File: config.mk
export PLATFORM = sky130hd
export DESIGN_NAME = reaction_timer_ctrl
export DESIGN_NICKNAME = d
export VERILOG_FILES = /design/src/rtl/reaction_timer_ctrl_pkg.sv /design/src/rtl/reaction_timer_ctrl_ms_tick_gen.sv /design/src/rtl/reaction_timer_ctrl.sv
export SDC_FILE = /design/constraint.sdc
export NUM_CORES = 1
export LEC_CHECK = 0
export ABC_AREA = 1
export BUFFER_PORTS_ARGS = -buffer_cell sky130_fd_sc_hd__buf_2
export CORE_ASPECT_RATIO = 0.75
export CORE_UTILIZATION = 38
export DETAILED_ROUTE_END_ITERATION = 8
export PLACE_DENSITY = 0.55
export SLEW_MARGIN = 20
export SYNTH_ARGS = -nofsm -noshare
export SYNTH_HDL_FRONTEND = slang
export SYNTH_SLANG_ARGS = --single-unit
File: constraint.sdc
create_clock -name clk -period 6.55 [get_ports clk]
set_input_delay 0 -clock clk [delete_from_list [all_inputs] [get_ports clk]]
set_output_delay 0 -clock clk [all_outputs]
set_load 0.01 [all_outputs]
File: src/rtl/reaction_timer_ctrl_pkg.sv
// Shared types and constants for the reaction-timer controller.
package rt_pkg;

  typedef enum logic [1:0] {IDLE, WAIT, GO, HOLD} state_t;
  typedef enum logic [1:0] {ST_NONE, ST_OK, ST_CHEAT, ST_TIMEOUT} status_t;

  localparam logic [15:0] LFSR_POLY = 16'hB400;
  localparam int TIME_W  = 14;
  localparam int DELAY_W = 17;

  // One step of the right-shifting Galois LFSR.
  function automatic logic [15:0] lfsr_step(input logic [15:0] v);
    return v[0] ? ((v >> 1) ^ LFSR_POLY) : (v >> 1);
  endfunction

endpackage

File: src/rtl/reaction_timer_ctrl_ms_tick_gen.sv
// Millisecond tick prescaler; a synchronous clear restarts a full period.
module ms_tick_gen #(
  parameter int TICK_DIV = 100000
) (
  input  logic clk,
  input  logic i_rst,
  input  logic i_clear,
  output logic o_tick
);

  localparam int CW = (TICK_DIV > 1) ? $clog2(TICK_DIV) : 1;
  localparam logic [CW-1:0] LAST = CW'(TICK_DIV - 1);

  logic [CW-1:0] r_cnt;

  always_ff @(posedge clk or posedge i_rst) begin
    if (i_rst) begin
      r_cnt <= '0;
    end else if (i_clear || (r_cnt == LAST)) begin
      r_cnt <= '0;
    end else begin
      r_cnt <= r_cnt + 1'b1;
    end
  end

  assign o_tick = (r_cnt == LAST);

endmodule

File: src/rtl/reaction_timer_ctrl.sv
// Reaction-timer sequencer: random arm delay, GO LED, ms reaction timing and
// display-hold handshake before returning to idle.
module reaction_timer_ctrl
  import rt_pkg::*;
#(
  parameter int          TICK_DIV     = 100000,
  parameter int          MIN_DELAY_MS = 1000,
  parameter logic [15:0] RAND_MASK    = 16'h0FFF,
  parameter int          MAX_MS       = 9999,
  parameter logic [15:0] LFSR_SEED    = 16'hACE1
) (
  input  logic              clk,
  input  logic              reset,
  input  logic              start,
  input  logic              stop,
  input  logic              display_wait_done,
  output logic              display_wait,
  output logic              led_go,
  output logic [TIME_W-1:0] time_ms,
  output logic [1:0]        status,
  output logic              result_valid,
  output logic              busy
);

  state_t               r_state, w_state_next;
  status_t              r_status, w_status_next;
  logic [15:0]          r_lfsr;
  logic [DELAY_W-1:0]   r_delay_ms, w_delay_next;
  logic [DELAY_W-1:0]   r_ms_cnt, w_ms_next;
  logic [TIME_W-1:0]    r_time_ms, w_time_next;
  logic                 r_led_go, w_led_next;
  logic                 r_result_valid, w_rv_next;
  logic                 r_display_wait, r_busy, r_hold_first;
  logic                 w_tick, w_tick_clear;
  logic [DELAY_W-1:0]   w_ms_inc;
  logic [TIME_W-1:0]    w_time_inc;

  ms_tick_gen #(.TICK_DIV(TICK_DIV)) u_tick (
    .clk     (clk),
    .i_rst   (reset),
    .i_clear (w_tick_clear),
    .o_tick  (w_tick)
  );

  assign w_ms_inc   = r_ms_cnt + 1'b1;
  assign w_time_inc = r_time_ms + 1'b1;

  always_comb begin
    w_state_next  = r_state;
    w_status_next = r_status;
    w_delay_next  = r_delay_ms;
    w_ms_next     = r_ms_cnt;
    w_time_next   = r_time_ms;
    w_led_next    = r_led_go;
    w_rv_next     = 1'b0;
    w_tick_clear  = 1'b0;
    case (r_state)
      IDLE: begin
        if (start) begin
          w_delay_next  = DELAY_W'(MIN_DELAY_MS) + DELAY_W'(r_lfsr & RAND_MASK);
          w_ms_next     = '0;
          w_status_next = ST_NONE;
          w_tick_clear  = 1'b1;
          w_state_next  = WAIT;
        end
      end
      WAIT: begin
        w_led_next = 1'b0;
        // Stop is checked first so an early press beats a coincident expiry.
        if (stop) begin
          w_status_next = ST_CHEAT;
          w_time_next   = '0;
          w_rv_next     = 1'b1;
          w_state_next  = HOLD;
        end else if (w_tick) begin
          w_ms_next = w_ms_inc;
          if (w_ms_inc == r_delay_ms) begin
            w_led_next   = 1'b1;
            w_time_next  = '0;
            w_tick_clear = 1'b1;
            w_state_next = GO;
          end
        end
      end
      GO: begin
        w_led_next = 1'b1;
        if (stop) begin
          w_led_next    = 1'b0;
          w_status_next = ST_OK;
          w_rv_next     = 1'b1;
          w_state_next  = HOLD;
        end else if (w_tick) begin
          if (w_time_inc >= TIME_W'(MAX_MS)) begin
            w_time_next   = TIME_W'(MAX_MS);
            w_led_next    = 1'b0;
            w_status_next = ST_TIMEOUT;
            w_rv_next     = 1'b1;
            w_state_next  = HOLD;
          end else begin
            w_time_next = w_time_inc;
          end
        end
      end
      HOLD: begin
        // The done flag may be left over from the previous hold on entry.
        if (!r_hold_first && display_wait_done) begin
          w_state_next = IDLE;
        end
      end
      default: w_state_next = IDLE;
    endcase
  end

  always_ff @(posedge clk or posedge reset) begin
    if (reset) begin
      r_state        <= IDLE;
      r_status       <= ST_NONE;
      r_lfsr         <= LFSR_SEED;
      r_delay_ms     <= '0;
      r_ms_cnt       <= '0;
      r_time_ms      <= '0;
      r_led_go       <= 1'b0;
      r_result_valid <= 1'b0;
      r_display_wait <= 1'b0;
      r_busy         <= 1'b0;
      r_hold_first   <= 1'b0;
    end else begin
      r_state        <= w_state_next;
      r_status       <= w_status_next;
      r_lfsr         <= lfsr_step(r_lfsr);
      r_delay_ms     <= w_delay_next;
      r_ms_cnt       <= w_ms_next;
      r_time_ms      <= w_time_next;
      r_led_go       <= w_led_next;
      r_result_valid <= w_rv_next;
      r_display_wait <= (w_state_next == HOLD);
      r_busy         <= (w_state_next != IDLE);
      r_hold_first   <= (r_state != HOLD) && (w_state_next == HOLD);
    end
  end

  assign display_wait = r_display_wait;
  assign led_go       = r_led_go;
  assign time_ms      = r_time_ms;
  assign status       = r_status;
  assign result_valid = r_result_valid;
  assign busy         = r_busy;

endmodule
==> results.sh <==
export IMPL_first_pass_iters=5
export IMPL_finalHoldViolations=0
export IMPL_yosysSeqAreaShare=0.460
export IMPL_track_usage=0.183
export IMPL_numCtsBuffers=9
export IMPL_critPathMaxFanout=18
export IMPL_relSlewSlack=0.526
export IMPL_cts_buffer_depth=2
export IMPL_rrSetupSlack_ps=3930
export IMPL_synth_edf_count=0
export IMPL_synth_top_area_frac=0.415
export IMPL_tns_ps=0
export IMPL_wire_per_inst_um=13.0
export IMPL_initial_utilization=0.397
export IMPL_synth_top_flop_cell="dfrtp_1"
export IMPL_yosysMostFrequentCell="nand2_1"
export IMPL_power_leakage_nw=2.49
export IMPL_insertion_delay_ps=340
export IMPL_finalPower_mw=1.62
export IMPL_yosysTopAreaCell="dfrtp_1"
export IMPL_rows=34
export IMPL_multi_input_area_um2=2200
export IMPL_min_period_ps=2620
export IMPL_max_clock_freq_ghz=0.382
export IMPL_grt_max_degree=47
export IMPL_clockRootBuffer="clkbuf_16"
export IMPL_clk_pin_slew_worst_paths_ps=60
export IMPL_vias_per_cell=4.98
export IMPL_first_iter_violations=228
export IMPL_syn_nets=610
export IMPL_die_area_um2=12800
export IMPL_die_h_um=98.3
export IMPL_hpwl_mm=7.67
export IMPL_max_stage_delay_ps=460
export IMPL_worst_endpoint_arrival_ps=2890
export IMPL_endpoint_kind="register"
export IMPL_ant_nets=0
export IMPL_tightest_slew_ps=710
export IMPL_gp_congestion=0.845
export IMPL_fillers=1199
export IMPL_route_detailed_drc=0
export IMPL_slowest_stage="ha_1"
export IMPL_status="completed"
export IMPL_crit_path_start_kind="register"
export IMPL_cts_tree="built"
export IMPL_htreeDepth=3
export IMPL_antenna_found_initial=0
export IMPL_syn_to_final_growth_pct=13.1
export IMPL_post_synth_cell_area_avg_um2=7.89
export IMPL_ys_warn_count=0
export IMPL_coreArea_um2=11800
export IMPL_final_setup_viol_count=0
export IMPL_peakVddDrop_mv=0.172
export IMPL_io_buffers=24
export IMPL_grt_pass1_wl_mm=18.5
export IMPL_pwr_density_cell_nw_per_um2=305
export IMPL_vias=3947
export IMPL_fin_skew_ps=8.17
export IMPL_overflow=0
export IMPL_synth_common_cells="169 x nand2_1, 78 x dfrtp_1, 68 x inv_1"
export IMPL_worstSetupPathType="reg2reg"
export IMPL_antenna_cells=0
export IMPL_yosysUniqueCellTypes=37
export IMPL_maxSlewViolCount=0
export IMPL_finalNetCount=640
export IMPL_synth_seq_cells=86
export IMPL_ctsResizeCount=0
export IMPL_required_ps=6820
export IMPL_hold_path_class="in2reg"
export IMPL_die_w_um=130
export IMPL_regArea_um2=2160
export IMPL_async_flop_share=1.00
export IMPL_synthCells=596
export IMPL_io_pin_count=25
export IMPL_mappedNetlistArea_um2=4700
export IMPL_post_route_period_util=0.400
export IMPL_clock_sinks=86
export IMPL_rsz0062_at_grt="false"
export IMPL_grt_pass1_vias=3818
export IMPL_drv_cap=0
export IMPL_layout_drive_gt1_share=0.133
export IMPL_postRouteWirelength_mm=10.3
export IMPL_path_cells="inv_1, ha_1, inv_1, o21ai_0, o21ai_0, a21oi_1, nand2_2, clkinv_4, o211ai_1, o21ai_2"
export IMPL_synthTopCellsByArea="dfrtp_1 42%, nand2_1 13%, inv_1 5.4%"
flip-flops by register name, summed over array words and instances, names as in the netlist, 2 cells and up:
signal,cells
status,2
u_tick.r_cnt,17
r_ms_cnt,17
time_ms,14
r_lfsr,16
r_state,2
r_delay_ms,13
cell families (layout without fill, tap and decap cells):
logic type	Yosys count	in the layout	synth area share
simple gates	325	325	0.308
flops	86	86	0.460
buf+inv	83	118	0.0716
compound gates	73	73	0.0958
xor+xnor	20	20	0.0402
fa+ha+maj	9	9	0.0240
where the power goes:
group | internal [mW] | switching [mW] | total, mW
sequential | 0.598 | 0.0544 | 0.652
clock | 0.315 | 0.209 | 0.524
combinational | 0.142 | 0.300 | 0.442
through the flow:
step,worst slack (ps),utilization,instances,instance area [um2],hold WS [ps]
detailed placement,3980,0.421,775,4980,121
global route,3650,0.449,793,5320,62.9
floorplan,4340,-,596,4700,154
CTS,3960,0.449,793,5320,17.0
global placement,4020,0.421,775,4980,115
finish,3930,0.449,793,5320,28.7
cells in the final DEF, fill, tap and decap left out, types with 4 or more instances in the layout:
master,Yosys,final
clkinv_1,4,4
buf_2,0,24
dfstp_2,8,8
nor3_1,10,10
xnor2_1,6,6
nand2_1,169,169
ha_1,9,9
a21oi_1,11,11
nand2_2,6,6
xor2_1,13,13
nand4_1,12,12
o21ai_0,27,27
nand3b_1,5,5
nand3_1,49,49
inv_1,68,67
o21ai_2,14,14
nor2_1,56,56
o22ai_1,13,13
nor3b_1,4,4
dfrtp_1,78,78
nor2_4,7,7
clkbuf_16,0,9
critical path, delay by kind of cell, from the launching register on:
family / cells / cell delay [ps]
flops: 1 / 410
compound gates: 5 / 820
buf+inv: 3 / 650
simple gates: 1 / 210
fa+ha+maj: 1 / 460
layout make-up:
| cell class | count | area share |
|---|---|---|
| clock buffers | 11 | 0.0476 |
| clock inverters | 5 | 0.0108 |
| well taps | 162 | 0.0381 |
| repair buffers | 28 | 0.0292 |
| inverters | 74 | 0.0534 |
| flip-flops and latches | 86 | 0.407 |
| multi-input cells | 427 | 0.414 |
worst paths after layout:
| path | from | to | cells after the start |
|---|---|---|---|
| worst max-delay path | r_state[0] | time_ms[8] | 10 |
| worst min-delay path | start | r_state[0] | 5 |
| worst max register to register | r_state[0] | time_ms[8] | 10 |
| worst min register to register | r_lfsr[12] | r_lfsr[11] | 0 |
| max in group asynchronous | reset | time_ms[2] | 4 |
| min in group asynchronous | reset | r_ms_cnt[10] | 3 |
metal layers:
| metal | wire, um | share of wire | GRT usage |
|---|---|---|---|
| met1 | 5570 | 0.54 | 0.281 |
| met2 | 4240 | 0.41 | 0.255 |
| met3 | 403 | 0.039 | 0.0411 |
| met4 | 124 | 0.012 | 0.0539 |
| met5 | 0 | 0 | 0 |
timing repair:
action                                 CTS  global route
endpoints found under the hold margin   33             0
hold buffers                             2             0
setup buffers                            0             0
Note: power is estimated with default switching activity, not from simulation.
